<file path="src/rtl/card_draw_arbiter.sv">
// Arbitrates three draw requesters onto one card generator and tracks a
// finite shoe, redrawing exhausted ranks and refilling when empty.
module card_draw_arbiter #(
    parameter int NUM_DECKS = 1,
    parameter int GEN_LAT   = 2,
    parameter int MAX_RETRY = 7,
    parameter int LOW_TH    = 15
) (
    input  logic       clk,
    input  logic       reset,
    input  logic [2:0] req,
    input  logic       shuffle,
    input  logic [3:0] gen_card,
    output logic       gen_on,
    output logic [2:0] grant,
    output logic       card_valid,
    output logic [3:0] card,
    output logic       shuffle_done,
    output logic       low_shoe,
    output logic [7:0] cards_left,
    output logic       busy
);

    typedef enum logic [2:0] {
        IDLE, SHUF, FIRE, WAIT, CHECK, DELIVER
    } state_t;

    localparam logic [6:0] RANK_FULL = 7'(4 * NUM_DECKS);
    localparam logic [6:0] TEN_FULL  = 7'(16 * NUM_DECKS);
    localparam logic [7:0] SHOE_FULL = 8'(52 * NUM_DECKS);

    state_t     state, state_nx;
    logic [6:0] cnt [1:10];
    logic [7:0] left_q;
    logic [2:0] grant_q, grant_nx;
    logic [1:0] ptr, ptr_nx;
    logic [3:0] card_q, card_nx;
    logic [3:0] wait_cnt, wait_nx;
    logic [3:0] retry, retry_nx;
    logic       done_q;
    logic       refill, take;

    logic [6:0] gen_rank_cnt;
    logic [3:0] fallback;
    logic       gen_ok;
    logic [2:0] rot;
    logic [1:0] off, pick;

    // Count left for the generated rank, and lowest nonempty rank.
    always_comb begin
        gen_rank_cnt = '0;
        fallback     = '0;
        for (int i = 1; i <= 10; i++) begin
            if (gen_card == 4'(i))
                gen_rank_cnt = cnt[i];
        end
        for (int i = 10; i >= 1; i--) begin
            if (cnt[i] != '0)
                fallback = 4'(i);
        end
    end

    assign gen_ok = (gen_card >= 4'd1) && (gen_card <= 4'd10)
                 && (gen_rank_cnt != '0);

    // Rotate req so the pointer position becomes bit 0.
    always_comb begin
        unique case (ptr)
            2'd1:    rot = {req[0], req[2], req[1]};
            2'd2:    rot = {req[1], req[0], req[2]};
            default: rot = req;
        endcase
        if (rot[0])      off = 2'd0;
        else if (rot[1]) off = 2'd1;
        else             off = 2'd2;
        pick = 2'((int'(ptr) + int'(off)) % 3);
    end

    always_comb begin
        state_nx = state;
        grant_nx = grant_q;
        ptr_nx   = ptr;
        card_nx  = card_q;
        wait_nx  = wait_cnt;
        retry_nx = retry;
        refill   = 1'b0;
        take     = 1'b0;
        unique case (state)
            IDLE: begin
                if (shuffle) begin
                    state_nx = SHUF;
                end else if (|req) begin
                    if (left_q == '0) begin
                        state_nx = SHUF;
                    end else begin
                        state_nx = FIRE;
                        grant_nx = 3'(3'b001 << pick);
                        ptr_nx   = (pick == 2'd2) ? 2'd0 : pick + 2'd1;
                    end
                end
            end
            SHUF: begin
                refill   = 1'b1;
                state_nx = IDLE;
            end
            FIRE: begin
                wait_nx  = '0;
                state_nx = (GEN_LAT > 1) ? WAIT : CHECK;
            end
            WAIT: begin
                if (int'(wait_cnt) >= GEN_LAT - 2)
                    state_nx = CHECK;
                else
                    wait_nx = wait_cnt + 4'd1;
            end
            CHECK: begin
                if (gen_ok) begin
                    card_nx  = gen_card;
                    state_nx = DELIVER;
                end else begin
                    retry_nx = retry + 4'd1;
                    if (int'(retry) + 1 < MAX_RETRY) begin
                        state_nx = FIRE;
                    end else begin
                        card_nx  = fallback;
                        state_nx = DELIVER;
                    end
                end
            end
            DELIVER: begin
                take     = 1'b1;
                retry_nx = '0;
                grant_nx = '0;
                state_nx = IDLE;
            end
            default: state_nx = IDLE;
        endcase
    end

    always_ff @(posedge clk) begin
        if (reset) begin
            state    <= IDLE;
            grant_q  <= '0;
            ptr      <= '0;
            card_q   <= '0;
            wait_cnt <= '0;
            retry    <= '0;
            done_q   <= 1'b0;
            left_q   <= SHOE_FULL;
            for (int i = 1; i <= 9; i++)
                cnt[i] <= RANK_FULL;
            cnt[10] <= TEN_FULL;
        end else begin
            state    <= state_nx;
            grant_q  <= grant_nx;
            ptr      <= ptr_nx;
            card_q   <= card_nx;
            wait_cnt <= wait_nx;
            retry    <= retry_nx;
            done_q   <= (state == SHUF);
            if (refill) begin
                left_q <= SHOE_FULL;
                for (int i = 1; i <= 9; i++)
                    cnt[i] <= RANK_FULL;
                cnt[10] <= TEN_FULL;
            end else if (take) begin
                if (left_q != '0)
                    left_q <= left_q - 8'd1;
                for (int i = 1; i <= 10; i++) begin
                    if (card_q == 4'(i) && cnt[i] != '0)
                        cnt[i] <= cnt[i] - 7'd1;
                end
            end
        end
    end

    assign gen_on       = (state == FIRE);
    assign card_valid   = (state == DELIVER);
    assign busy         = (state != IDLE);
    assign grant        = grant_q;
    assign card         = card_q;
    assign shuffle_done = done_q;
    assign cards_left   = left_q;
    assign low_shoe     = int'(left_q) < LOW_TH;

endmodule

</file>
<file path="config.mk">
export PLATFORM = sky130hd
export DESIGN_NAME = card_draw_arbiter
export DESIGN_NICKNAME = d
export VERILOG_FILES = /design/src/rtl/card_draw_arbiter.sv
export SDC_FILE = /design/constraint.sdc
export NUM_CORES = 1
export LEC_CHECK = 0
export CAP_MARGIN = 10
export CORE_AREA = 2 2 149 93
export DETAILED_ROUTE_END_ITERATION = 10
export DIE_AREA = 0 0 151 95
export PLACE_DENSITY = 0.68
export RECOVER_POWER = 25
export SYNTH_ARGS = -nofsm -noshare
export SYNTH_HDL_FRONTEND = slang
export SYNTH_SLANG_ARGS = --single-unit
</file>
<file path="constraint.sdc">
create_clock -name clk -period 4.2 [get_ports clk]
set_input_delay 1.26 -clock clk [delete_from_list [all_inputs] [get_ports clk]]
set_output_delay 1.26 -clock clk [all_outputs]
set_load 0.1 [all_outputs]
</file>
==> results_dict.tcl <==
set metrics [dict create \
    place_hpwl_um 9923 \
    hold_viol 0 \
    swShare 0.3520 \
    post_cts_buffers 0 \
    critPathRequiredTime_ns 4.47 \
    maxCapViolCount 0 \
    grt.busiest_layer "met1" \
    antenna_found_initial 0 \
    met1_usage 0.3040 \
    synth_nets 634 \
    arrival_ns 4.03 \
    avgSynthCellArea_um2 9.531 \
    p_switching_w 0.001112 \
    overflow 0 \
    hold_class "reg -> reg" \
    cp_top_family "adder cells" \
    worstPathCellList "clkdlybuf4s50_1, and3b_1, o21ai_0, o21ai_0, ha_1, inv_1, fa_1, nor2_1, ha_1, a21oi_1, xor2_1, or3_1, a21oi_1" \
    portBuffers 29 \
    setup_slack_ns 0.4418 \
    combPwrFrac 0.284 \
    drc 0 \
    synth-seq-area-share 0.4543 \
    drv_slew 0 \
    die_x_um 151 \
    setup.worst_path.start_class "primary input" \
    total_leakage_power_nw 2.273 \
    synth_edf_count 70 \
    ant_nets 0 \
    worstPathBufferInverterCount 2 \
    p_int_w 0.002048 \
    worstReg2RegStart "ptr[0]$_SDFFE_PP0P_" \
    maxClockFrequency_mhz 266.1 \
    cp.depth 13 \
    cp-endpoint "ptr[1]$_SDFFE_PP0P_" \
    cts-root-buf "clkbuf_16" \
    grt_pass1_wl_um 21820 \
    numCtsBuffers 9 \
    wl_um 13310 \
    area_delta_synth_final_pct 13.98 \
    crit-reg2reg-capture "ptr[1]$_SDFFE_PP0P_" \
    firstDrtPassIters 5 \
    status "completed" \
    rsz0062_at_grt "no" \
    grt_use_met3 0.04106 \
    design_area_um2 6529 \
    nets 667 \
    rr_worst_depth 14 \
    pre_cts_ws_ns 0.09479 \
    tightest_slew_ns 1.163 \
    max-clock-path-buffers 2 \
    core_area_um2 13130 \
    synth.distinct_cells 67 \
    place_area_um2 6187 \
    finalSetupViolCount 0 \
    final_common_cell "nor2_1" \
    period_minus_slack_ns 3.758 \
    grt_use_total 0.1933 \
    setup_tns_ns 0 \
    dieArea_um2 14350 \
    syn_inst 601 \
    yosysWarningCount 0 \
    first_global_vias 4227 \
    cts_tree "built" \
    hold_buffers 0 \
    synthTopCellsByArea "edfxtp_1 37%, dfxtp_1 8.7%, nor2_1 6.0%" \
    yosysTopAreaCellShare 0.3670 \
    final_cell_mix "92 x nor2_1, 70 x edfxtp_1, 53 x nand2_1" \
    final_layout_size_suffix_gt1_frac 0.07668 \
    place_congestion 0.8468 \
    cts-resized-gates 0 \
    vias 4553 \
    cp-startpoint "req[2]" \
    path_class "in -> reg" \
    finalCritPeriodShare 0.8948 \
    synth-seq-cells 95 \
    clk_latency_ns 0.34 \
    crit_fanout 6 \
    vdd_drop_max_mv 0.2067 \
    max_stage_delay_ns 0.55 \
    row_count 33 \
    fp.dieH_um 95 \
    end_kind "register" \
    drt_iter0_markers 466 \
    clock-sinks 95 \
    r2r_slack_ns 1.18 \
    synth_top_area_cell "edfxtp_1" \
    clk_pin_slew_ns 0.06 \
    ys.flop_type "edfxtp_1" \
    antennaDiodeCount 0 \
    io_pins 30 \
    worst_slew_margin_rel 0.2280 \
    skew_ns 0.007599 \
    power_frac_seq 0.416 \
    post_drt_via_cell_ratio 5.593 \
    final_util 0.4972 \
    async_flop_share 0 \
    htree_levels 3 \
    p_per_area_nw_per_um2 484.0 \
    crit_slowest_cell "clkdlybuf4s50_1" \
    met2_usage 0.2742 \
    start_util 0.4362 \
    routedWlPerCell_um 16.35 \
    power_frac_clock 0.300 \
    grt_max_degree 24 \
    synthesis.area_um2 5728 \
]
==> Yosys cell counts (3+ instances only) <==
cell type and count:
and3b_1 3, clkbuf_8 5, nor2_1 92, inv_1 36, or3b_2 3, nand4_1 5, o21a_1 6, nor3_1 27
dfxtp_1 25, clkbuf_1 8, nor4_1 11, or3_1 19, a21oi_1 24, and3_1 8, a31oi_1 4, a211oi_1 6
nand3_1 19, a221oi_1 3, o21ai_0 19, edfxtp_1 70, xnor2_1 26, mux2i_1 6, nand2b_1 16, o31ai_1 3
xor2_1 22, o22ai_1 3, ha_1 22, nand2_1 53, a2111oi_0 3, nand3b_1 6
==> layout make-up <==
cell class                 count  area (um^2)
clock inverter                 4        73.82
clock buffer                  12        279.0
inverter                      36        135.1
sequential                    95         2603
tap                          175        219.0
timing repair buffer          40        364.1
fill                        1212         6601
multi-input combinational    452         2855
==> stage by stage <==
step	power (W)	hold slack [ns]	std cells
finish	0.003160	0.4614	814
floorplan	0.001990	0.4530	601
detailed placement	0.002228	0.4510	798
global placement	0.002186	0.4468	798
CTS	0.003178	0.4630	814
global route	0.003310	0.4839	814
==> worst min-delay path by stage <==
stage          depth (start not counted)                    end  slack, ns                  start
6_report                               2  grant[1]$_SDFFE_PP0P_       0.46  grant[1]$_SDFFE_PP0P_
5_1_grt                                2  grant[0]$_SDFFE_PP0P_       0.48  grant[0]$_SDFFE_PP0P_
4_1_cts                                2  grant[1]$_SDFFE_PP0P_       0.46  grant[1]$_SDFFE_PP0P_
3_5_place_dp                           2  grant[1]$_SDFFE_PP0P_       0.45  grant[1]$_SDFFE_PP0P_
3_3_place_gp                           2  grant[1]$_SDFFE_PP0P_       0.45  grant[1]$_SDFFE_PP0P_
2_1_floorplan                          2    ptr[1]$_SDFFE_PP0P_       0.45    ptr[1]$_SDFFE_PP0P_
==> registers in the layout, indices dropped and copies added (netlist names) <==
| name | count |
|---|---|
| shuffle_done | 1 |
| retry | 4 |
| card | 4 |
| ptr | 2 |
| grant | 3 |
| cnt | 70 |
| state | 3 |
| cards_left | 8 |
==> power by group through the flow <==
stage	clock (W)	sequential, W	combinational [W]
2_1_floorplan	0	0.00141	0.000577
3_3_place_gp	0	0.00132	0.000864
3_5_place_dp	0	0.00133	0.000897
4_1_cts	0.000960	0.00131	0.000906
5_1_grt	0.000992	0.00134	0.000982
6_report	0.000947	0.00132	0.000898
==> worst reg2reg max path, cell delays in order, from the launching register on <==
cell and delay [ns]:
dfxtp_1 0.40, inv_1 0.06, ha_1 0.23, and3b_1 0.22
o21ai_0 0.06, o21ai_0 0.15, ha_1 0.16, inv_1 0.05
fa_1 0.50, nor2_1 0.07, ha_1 0.19, a21oi_1 0.21
xor2_1 0.13, or3_1 0.40, a21oi_1 0.13
==> logic make-up (layout without fill, tap and decap cells) <==
group,count (synthesis),count (layout),share of synthesized area
flip-flops,95,95,0.4543
AO/OA/AOI/OAI,92,92,0.1125
buffers and inverters,54,92,0.04718
XOR/XNOR,48,48,0.07339
AND/OR/NAND/NOR,280,280,0.2447
multiplexers,9,9,0.01638
adder cells (fa/ha/maj),23,23,0.05155
==> metal layers <==
metal | up-vias | share of wire | wire length [um]
li1 | 2218 | - | -
met1 | 2201 | 0.52 | 6859
met2 | 125 | 0.41 | 5520
met3 | 9 | 0.064 | 858
met4 | 0 | 0.0054 | 72
met5 | - | 0 | 0
No activity file was read; power rests on OpenSTA's default activity.
